$ cat config.mk
export PLATFORM = sky130hd
export DESIGN_NAME = mccoy_instr_sequencer_flat
export DESIGN_NICKNAME = d
export VERILOG_FILES = /design/src/rtl/mccoy_instr_sequencer_if.sv /design/src/rtl/mccoy_instr_sequencer.sv /design/src/flat_wrapper.sv
export SDC_FILE = /design/constraint.sdc
export NUM_CORES = 1
export LEC_CHECK = 0
export ABC_AREA = 1
export CAP_MARGIN = 15
export CORE_MARGIN = 2
export CORE_UTILIZATION = 64
export DETAILED_ROUTE_END_ITERATION = 10
export HOLD_SLACK_MARGIN = 0.03
export PLACE_DENSITY = 0.84
export SLEW_MARGIN = 20
export SYNTH_ARGS = -nofsm -noshare
export SYNTH_HDL_FRONTEND = slang
export SYNTH_SLANG_ARGS = --single-unit
export TNS_END_PERCENT = 5
$ cat constraint.sdc
create_clock -name clk -period 6.4 [get_ports clk]
set_clock_uncertainty 0.05 [all_clocks]
set_input_delay 1.6 -clock clk [delete_from_list [all_inputs] [get_ports clk]]
set_output_delay 1.6 -clock clk [all_outputs]
set_load 0.1 [all_outputs]
$ cat src/rtl/mccoy_instr_sequencer_if.sv
// Program-load, control and core-facing signals of the McCoy instruction sequencer.
// master = controller/bench side, slave = sequencer side.
interface mccoy_instr_sequencer_if #(
  parameter int IW = 6,
  parameter int AW = 4
);
  logic          clr;
  logic          wr_en;
  logic [IW-1:0] wr_data;
  logic          wr_ready;
  logic          start;
  logic          loop_en;
  logic          core_reset;
  logic [IW-1:0] instr_out;
  logic          instr_valid;
  logic          busy;
  logic          done;
  logic [AW:0]   len;

  modport master (
    output clr, wr_en, wr_data, start, loop_en,
    input  wr_ready, core_reset, instr_out, instr_valid, busy, done, len
  );

  modport slave (
    input  clr, wr_en, wr_data, start, loop_en,
    output wr_ready, core_reset, instr_out, instr_valid, busy, done, len
  );
endinterface

$ cat src/rtl/mccoy_instr_sequencer.sv
// Buffers a short program, pulses core reset for RST_CYCLES, then plays one entry per clock (first entry RST_CYCLES+1 edges after start).
// Writes are accepted only in IDLE with free space (wr_ready); other writes are dropped, never stalled.
module mccoy_instr_sequencer #(
  parameter int IW         = 6,
  parameter int DEPTH      = 16,
  parameter int AW         = 4,
  parameter int RST_CYCLES = 2
) (
  input  logic                    clk,
  input  logic                    reset_n,
  mccoy_instr_sequencer_if.slave  bus
);

  localparam int RW = (RST_CYCLES > 1) ? $clog2(RST_CYCLES) : 1;

  typedef enum logic [1:0] {IDLE, CORE_RST, RUN, DONE} state_t;

  state_t        state_q, state_d;
  logic [AW:0]   len_q, len_d;
  logic [AW-1:0] pc_q, pc_d;
  logic [RW-1:0] rcnt_q, rcnt_d;
  logic          core_reset_q, core_reset_d;
  logic [IW-1:0] instr_q, instr_d;
  logic          instr_valid_q, instr_valid_d;
  logic          busy_q, busy_d;
  logic          done_q, done_d;
  logic [IW-1:0] mem_q [DEPTH];

  logic          wr_ready;
  logic          wr_fire;
  logic          last_entry;
  logic [AW-1:0] pc_next;

  assign wr_ready   = (state_q == IDLE) && (len_q < (AW+1)'(DEPTH));
  assign last_entry = ({1'b0, pc_q} == (len_q - (AW+1)'(1)));
  assign pc_next    = pc_q + AW'(1);

  always_comb begin
    state_d       = state_q;
    len_d         = len_q;
    pc_d          = pc_q;
    rcnt_d        = rcnt_q;
    core_reset_d  = core_reset_q;
    instr_d       = instr_q;
    instr_valid_d = instr_valid_q;
    done_d        = done_q;
    wr_fire       = 1'b0;

    if (bus.clr) begin
      state_d       = IDLE;
      len_d         = '0;
      pc_d          = '0;
      rcnt_d        = '0;
      core_reset_d  = 1'b0;
      instr_d       = '0;
      instr_valid_d = 1'b0;
      done_d        = 1'b0;
    end else begin
      case (state_q)
        IDLE: begin
          // start outranks a same-cycle write, which is then lost
          if (bus.start && (len_q != '0)) begin
            state_d      = CORE_RST;
            rcnt_d       = '0;
            core_reset_d = 1'b1;
          end else if (bus.wr_en && wr_ready) begin
            wr_fire = 1'b1;
            len_d   = len_q + (AW+1)'(1);
          end
        end
        CORE_RST: begin
          if (rcnt_q == RW'(RST_CYCLES - 1)) begin
            state_d       = RUN;
            pc_d          = '0;
            core_reset_d  = 1'b0;
            instr_d       = mem_q[0];
            instr_valid_d = 1'b1;
          end else begin
            rcnt_d = rcnt_q + RW'(1);
          end
        end
        RUN: begin
          if (last_entry) begin
            if (bus.loop_en) begin
              pc_d    = '0;
              instr_d = mem_q[0];
            end else begin
              state_d       = DONE;
              instr_d       = '0;
              instr_valid_d = 1'b0;
              done_d        = 1'b1;
            end
          end else begin
            pc_d    = pc_next;
            instr_d = mem_q[pc_next];
          end
        end
        DONE: begin
          if (bus.start) begin
            state_d      = CORE_RST;
            rcnt_d       = '0;
            core_reset_d = 1'b1;
            done_d       = 1'b0;
          end
        end
        default: state_d = IDLE;
      endcase
    end

    busy_d = (state_d == CORE_RST) || (state_d == RUN);
  end

  always_ff @(posedge clk or negedge reset_n) begin
    if (!reset_n) begin
      state_q       <= IDLE;
      len_q         <= '0;
      pc_q          <= '0;
      rcnt_q        <= '0;
      core_reset_q  <= 1'b0;
      instr_q       <= '0;
      instr_valid_q <= 1'b0;
      busy_q        <= 1'b0;
      done_q        <= 1'b0;
    end else begin
      state_q       <= state_d;
      len_q         <= len_d;
      pc_q          <= pc_d;
      rcnt_q        <= rcnt_d;
      core_reset_q  <= core_reset_d;
      instr_q       <= instr_d;
      instr_valid_q <= instr_valid_d;
      busy_q        <= busy_d;
      done_q        <= done_d;
    end
  end

  // Program storage is not reset; len_q alone defines which entries are live.
  always_ff @(posedge clk) begin
    if (wr_fire) begin
      mem_q[len_q[AW-1:0]] <= bus.wr_data;
    end
  end

  assign bus.wr_ready    = wr_ready;
  assign bus.core_reset  = core_reset_q;
  assign bus.instr_out   = instr_q;
  assign bus.instr_valid = instr_valid_q;
  assign bus.busy        = busy_q;
  assign bus.done        = done_q;
  assign bus.len         = len_q;

endmodule

$ cat src/flat_wrapper.sv
// flat-port wrapper written by rule: the top's interface ports become plain ports
module mccoy_instr_sequencer_flat 
#(
  parameter int IW         = 6,
  parameter int DEPTH      = 16,
  parameter int AW         = 4,
  parameter int RST_CYCLES = 2
)
  (clk, reset_n, bus_clr, bus_wr_en, bus_wr_data, bus_start, bus_loop_en, bus_wr_ready, bus_core_reset, bus_instr_out, bus_instr_valid, bus_busy, bus_done, bus_len);
  mccoy_instr_sequencer_if #(.IW(IW), .AW(AW)) bus_i ();
  input  logic clk;
  input  logic reset_n;
  input wire logic [$bits(bus_i.clr)-1:0] bus_clr;
  input wire logic [$bits(bus_i.wr_en)-1:0] bus_wr_en;
  input wire logic [$bits(bus_i.wr_data)-1:0] bus_wr_data;
  input wire logic [$bits(bus_i.start)-1:0] bus_start;
  input wire logic [$bits(bus_i.loop_en)-1:0] bus_loop_en;
  output wire logic [$bits(bus_i.wr_ready)-1:0] bus_wr_ready;
  output wire logic [$bits(bus_i.core_reset)-1:0] bus_core_reset;
  output wire logic [$bits(bus_i.instr_out)-1:0] bus_instr_out;
  output wire logic [$bits(bus_i.instr_valid)-1:0] bus_instr_valid;
  output wire logic [$bits(bus_i.busy)-1:0] bus_busy;
  output wire logic [$bits(bus_i.done)-1:0] bus_done;
  output wire logic [$bits(bus_i.len)-1:0] bus_len;
  assign bus_i.clr = bus_clr;
  assign bus_i.wr_en = bus_wr_en;
  assign bus_i.wr_data = bus_wr_data;
  assign bus_i.start = bus_start;
  assign bus_i.loop_en = bus_loop_en;
  assign bus_wr_ready = bus_i.wr_ready;
  assign bus_core_reset = bus_i.core_reset;
  assign bus_instr_out = bus_i.instr_out;
  assign bus_instr_valid = bus_i.instr_valid;
  assign bus_busy = bus_i.busy;
  assign bus_done = bus_i.done;
  assign bus_len = bus_i.len;
  mccoy_instr_sequencer #(.IW(IW), .DEPTH(DEPTH), .AW(AW), .RST_CYCLES(RST_CYCLES)) u_core (.clk(clk), .reset_n(reset_n), .bus(bus_i));
endmodule
==> results of run 1 <==
[area by class of cell]
type,count,area [um2]
tap,105,131
multi-input combinational,351,1700
timing repair buffer,28,273
clock buffer,18,418
sequential,118,3430
fill,480,1910
inverter,25,93.8
clock inverter,14,176
[worst max-delay path: cells and delay by family (launching register included)]
kind / cells / cell delay (ps)
simple gates: 1 / 320
flops: 1 / 430
buf+inv: 1 / 1200
[placed cells by master (no fill, tap or decap)]
master	synthesis	routed
clkdlybuf4s50_1	0	26
inv_1	19	19
buf_4	3	1
nand2_4	2	2
nor3_1	3	3
xor2_1	2	2
o21ai_1	4	4
nor2_2	2	2
bufinv_16	0	3
a21oi_1	13	13
nand2_8	2	2
clkbuf_1	6	1
edfxtp_1	96	96
clkbuf_16	0	16
nand3b_1	6	6
nand4_1	1	1
clkinv_2	0	2
o21ai_2	5	5
nor2_8	1	1
buf_2	11	1
nand3_1	101	101
nand2_2	4	4
clkinvlp_4	0	2
inv_6	0	2
dfrtp_1	22	22
inv_2	6	6
nor3b_1	2	2
o21ai_0	9	9
clkinv_4	0	5
nor2_4	1	1
nand2_1	152	152
nor2_1	33	33
nand3_2	1	1
ha_1	6	6
a211oi_1	1	1
clkbuf_8	0	1
[cell usage after synthesis]
cell | n | area [um2]
nand2_1 | 152 | 571
nand3_1 | 101 | 505
edfxtp_1 | 96 | 2880
nor2_1 | 33 | 124
dfrtp_1 | 22 | 551
inv_1 | 19 | 71.3
a21oi_1 | 13 | 65.1
buf_2 | 11 | 55.1
o21ai_0 | 9 | 45.0
clkbuf_1 | 6 | 22.5
ha_1 | 6 | 75.1
inv_2 | 6 | 22.5
nand3b_1 | 6 | 45.0
o21ai_2 | 5 | 43.8
nand2_2 | 4 | 25.0
o21ai_1 | 4 | 20.0
buf_4 | 3 | 22.5
nor3_1 | 3 | 15.0
nand2_4 | 2 | 22.5
nand2_8 | 2 | 40.0
nor2_2 | 2 | 12.5
nor3b_1 | 2 | 15.0
xor2_1 | 2 | 17.5
a211oi_1 | 1 | 7.51
nand3_2 | 1 | 10.0
nand4_1 | 1 | 6.26
nor2_4 | 1 | 11.3
nor2_8 | 1 | 20.0
[report_power, final]
group | leakage (nW) | total (mW) | switching, mW | internal [mW]
combinational | 0.957 | 0.348 | 0.264 | 0.0843
sequential | 1.16 | 0.874 | 0.0172 | 0.857
clock | 0.286 | 0.938 | 0.342 | 0.596
[logic make-up (layout without fill, tap and decap cells)]
kind of cell | count (synthesis) | after routing | synth area share [%]
fa+ha+maj | 6 | 6 | 1.41
buf+inv | 45 | 85 | 3.64
flops | 118 | 118 | 64.5
xor+xnor | 2 | 2 | 0.329
simple gates | 311 | 311 | 26.7
compound gates | 32 | 32 | 3.41
[sequential cells by signal, indices dropped and copies added (netlist names)]
name and flops:
u_core.bus.core_reset 1, u_core.bus.instr_out 6, u_core.rcnt_q 1, u_core.bus.done 1, u_core.pc_q 4, u_core.bus.busy 1
u_core.bus.len 5, u_core.bus.instr_valid 1, u_core.mem_q 96, u_core.state_q 2
[worst max path at each step]
stage | endpoint | start | slack [ps]
final | bus_wr_ready | u_core.state_q[1]$_DFF_PN0_ | 2280
after global routing | bus_wr_ready | u_core.state_q[1]$_DFF_PN0_ | 2200
after CTS | bus_wr_ready | u_core.state_q[1]$_DFF_PN0_ | 2280
after detailed placement | u_core.mem_q[12][1]$_DFFE_PP_ | bus_start | 2700
after global placement | u_core.mem_q[12][0]$_DFFE_PP_ | bus_start | 2790
after floorplan | bus_wr_ready | u_core.bus.len[4]$_DFFE_PN0P_ | 1690
[layer usage]
metal	vias up	GRT usage, %
met4	0	14.3
met1	1868	36.5
li1	1827	-
met5	-	0
met2	234	47.8
met3	39	6.17
[per-stage QoR]
step,util (%),setup WS [ps],std cells
final,76.5,2280,659
after global placement,69.3,2790,627
after CTS,76.6,2280,659
after global routing,76.5,2200,659
after floorplan,-,1690,514
after detailed placement,69.3,2700,627
==> summary.md, run 1 <==
| Metric | Value |
|---|---|
| Die height | 95.2 um |
| Synth cell types | 28 |
| First-pass GRT wire length | 18900 um |
| Post-DP Area | 5630 um2 |
| HPWL Detailed | 7740 um |
| WHS Path Cells | 2 |
| HP Class | flip-flop to flip-flop |
| Total track usage | 29.0% |
| Post-Syn Instances | 514 |
| Min cycle time layout | 4120 ps |
| Final RePlAce weighted congestion | 0.874 |
| Status | completed |
| Setup_tns | 0 ps |
| Startpoint Class | flip-flop |
| Met3 WL post-DR | 992 um |
| Hold-fix buffers, CTS | 0 |
| CTS tree | built |
| Part of the cycle the worst path needs | 64.3% |
| Hold worst-path end | u_core.bus.done$_DFFE_PN0P_ |
| Layout area overhead | 16.9% |
| Vias/cell | 6.02 |
| RSZ-0062 raised after global routing | false |
| DR WL/cell | 18.4 um |
| Row Count | 33 |
| Port bufs | 27 |
| Reg-to-Reg End | u_core.bus.instr_out[3]$_DFFE_PN0P_ |
| Slowest cell on crit path | clkdlybuf4s50_1 |
| Maximum vdd drop | 0.279 mV |
| Seq cells post-synth | 118 |
| Die Wd | 95.2 um |
| Power per Cell Area | 347 nW/um2 |
| Metal2 WL | 6060 um |
| CTS H-tree lvls | 4 |
| Final hold violations | 0 |
| DRT iter0 DRCs | 483 |
| Fmax | 243 MHz |
| Routed Antenna Nets | 0 |
| Deepest clock path buffer count | 2 |
| CP Class | flip-flop to output pin |
| Sequential share of the synthesized area | 64.5% |
| Avg Cell Area, Syn | 10.4 um2 |
| Lkg Pwr | 2.40 nW |
| CTS Sinks | 118 |
| Post-CTS resize count | 0 |
| Nets@finish | 559 |
| Core area | 8130 um2 |
| Flop2flop setup slack | 3410 ps |
| Drt drc | 0 |
| Critical Path AT | 2470 ps |
| Worst R2R Start | u_core.pc_q[0]$_DFFE_PN0P_ |
| Slew @ Worst Pin | 992 ps |
| Top Ports | 28 |
| M1 WL | 4690 um |
| Clock transition at path regs | 60 ps |
| Vias in the first global route | 3811 |
| Uppermost routed layer | met4 |
| Num CTS Buffers | 17 |
| Slew margin rel. | 33.6% |
| Pwr Total | 2.16 mW |
| MaxCap Viol Count | 0 |
| Syn nets | 532 |
| Post-route cell area | 6220 um2 |
| DRT Wirelength | 12100 um |
| Post-CTS Setup Bufs | 0 |
| Setup-failing EPs final | 0 |
| Min-Delay Startpoint | u_core.bus.done$_DFFE_PN0P_ |
| CP Max Fanout | 6 |
| Worst hold slack | 466 ps |
| Req. time, crit path | 4750 ps |
| Mapped cell area | 5320 um2 |
| Final Max Tran Viols | 0 |
| FF-to-FF path depth | 10 |
| Critical path cell sequence | nor3_1, clkdlybuf4s50_1 |
| Antenna violations before repair | 0 |
| Drt pass-1 iters | 5 |
| Vias | 3968 |
| Starting Density | 65.5% |
| Grt ovf | 0 |
| Worst path max stage delay | 1200 ps |
| Worst setup EP type | output pin |
| Synth Warn # | 0 |
| Clk root buf | clkbuf_8 |
| Antenna diodes | 0 |
| Layout cells sized above 1 | 10.3% |
| Pin count of the biggest net entering global routing | 55 |
| Die area | 9060 um2 |
| Clk Latency, worst-skew pair | 520 ps |
Power figures use the tool's default switching activity.
==> inputs of run 2 (changes only) <==
CORE_UTILIZATION = 60   (was 64)
PLACE_DENSITY = 0.8   (was 0.84)
clock period = 3.8 ns   (was 6.4 ns; I/O delays follow)
==> run 2 against run 1 <==
Total power is 69% higher. Routed wire length grew 2.1%. Non-clock buffer count increased by 4. Clock power rose by 70%. Sequential power up 68%. Sequential cell count stayed put.
==> summary.md, run 2 (same netlist as run 1, synthesis figures left out) <==
| Metric | Value |
|---|---|
| Multi-input gate area | 1700 um2 |
| Clk Latency, worst-skew pair | 520 ps |
| Part of the cycle the worst path needs | 81.6% |
| Antenna diodes | 0 |
| Clock transition at path regs | 60 ps |
| Drt drc | 0 |
| Layout cells sized above 1 | 12.0% |
| Grt ovf | 0 |
| Fmax | 322 MHz |
| HP Class | primary input to async pin |
| Min cycle time layout | 3100 ps |
| DR WL/cell | 18.6 um |
| First-pass GRT wire length | 20100 um |
| Maximum vdd drop | 0.396 mV |
| M1 WL | 4790 um |
| Hold-fix buffers, CTS | 0 |
| Worst path max stage delay | 1160 ps |
| Critical path cell sequence | clkdlybuf4s50_1 |
| Buf/Inv on CP | 1 |
| FILL cells | 588 |
| Clk root buf | clkbuf_8 |
| Setup-failing EPs final | 0 |
| Post-CTS resize count | 0 |
| Critical Path AT | 2100 ps |
| Slew margin rel. | 34.3% |
| Commonest non-fill, non-tap cells in the layout | nand2_1 (152), nand3_1 (101), edfxtp_1 (96), nor2_1 (33), dfrtp_1 (22) |
| Final RePlAce weighted congestion | 0.950 |
| Vias in the first global route | 3832 |
| CP Class | flip-flop to output pin |
| CTS H-tree lvls | 4 |
| Metal2 WL | 6050 um |
| MaxCap Viol Count | 0 |
| Req. time, crit path | 2800 ps |
| Total track usage | 27.3% |
| Uppermost routed layer | met4 |
| Lkg Pwr | 2.42 nW |
| Register area | 3430 um2 |
| Row Count | 34 |
| Top Ports | 28 |
| Worst setup EP type | output pin |
| Layout area overhead | 17.3% |
| CTS Sinks | 118 |
| Die area | 9640 um2 |
| RSZ-0062 raised after global routing | false |
| Num CTS Buffers | 17 |
| Die Wd | 98.2 um |
| Max reg flops | 96 |
| Pin count of the biggest net entering global routing | 54 |
| Delay-heaviest family, CP | buffers and inverters |
| Core area | 8680 um2 |
| Setup_tns | 0 ps |
| CTS tree | built |
| Port bufs | 27 |
| DRT iter0 DRCs | 452 |
| Final Max Tran Viols | 0 |
| Vias/cell | 5.99 |
| Post-CTS Setup Bufs | 0 |
| DRT Wirelength | 12400 um |
| Vias | 3992 |
| Power per Cell Area | 584 nW/um2 |
| Most common cell after layout, fill and taps aside | nand2_1 |
| Met3 WL post-DR | 1180 um |
| Slowest cell on crit path | clkdlybuf4s50_1 |
| Pwr Total | 3.65 mW |
| Final hold violations | 0 |
| Worst hold slack | 336 ps |
| HPWL Detailed | 7910 um |
| Starting Density | 61.3% |
| Status | completed |
| Routed Antenna Nets | 0 |
| Deepest clock path buffer count | 2 |
| Die height | 98.2 um |
| Startpoint Class | flip-flop |
| Nets@finish | 563 |
| CP Max Fanout | 4 |
| Slew @ Worst Pin | 983 ps |
| Antenna violations before repair | 0 |
| Drt pass-1 iters | 6 |
run 2: cell count changes in the layout (fill, tap and decap cells not counted), sizes merged:
cell and change:
clkbuf -1, clkinv -2, buf +9, clkinvlp +2
clkdlybuf4s50 -5, inv +1
run 2: metrics by stage:
step	utilization, %	cell area [um2]	worst slack, ps	std cells
2_1_floorplan	-	5330	240	514
3_3_place_gp	65.2	5660	792	634
3_5_place_dp	65.2	5660	757	634
4_1_cts	72.0	6250	674	666
5_1_grt	72.0	6250	649	666
6_report	72.0	6250	698	666
run 2: layer usage:
| metal | track usage, % | up-vias |
|---|---|---|
| li1 | - | 1836 |
| met1 | 36.3 | 1877 |
| met2 | 44.5 | 239 |
| met3 | 6.37 | 40 |
| met4 | 9.91 | 0 |
| met5 | 0 | - |
run 2: worst paths after layout:
check | from | endpoint | slack [ps] | cells after the start
max in group asynchronous | reset_n | u_core.pc_q[1]$_DFFE_PN0P_ | 3030 | 1
min reg2reg | u_core.bus.done$_DFFE_PN0P_ | u_core.bus.done$_DFFE_PN0P_ | 440 | 2
min | reset_n | u_core.bus.len[2]$_DFFE_PN0P_ | 340 | 1
max | u_core.bus.len[4]$_DFFE_PN0P_ | bus_len[4] | 700 | 1
max reg2reg | u_core.bus.len[0]$_DFFE_PN0P_ | u_core.mem_q[4][3]$_DFFE_PP_ | 1040 | 8
min in group clk | u_core.bus.done$_DFFE_PN0P_ | u_core.bus.done$_DFFE_PN0P_ | 440 | 2
run 2: final cells by class:
class | instances | area share [%]
Sequential cell | 118 | 55.0
Multi-Input combinational cell | 351 | 27.2
Clock buffer | 17 | 6.63
Timing Repair Buffer | 32 | 4.65
Clock inverter | 15 | 2.84
Tap cell | 108 | 2.16
Inverter | 25 | 1.50
run 2: power breakdown:
| group | internal, mW | total, mW | switching (mW) |
|---|---|---|---|
| combinational | 0.144 | 0.585 | 0.442 |
| sequential | 1.44 | 1.47 | 0.0290 |
| clock | 1.00 | 1.59 | 0.591 |
| total | 2.59 | 3.65 | 1.06 |
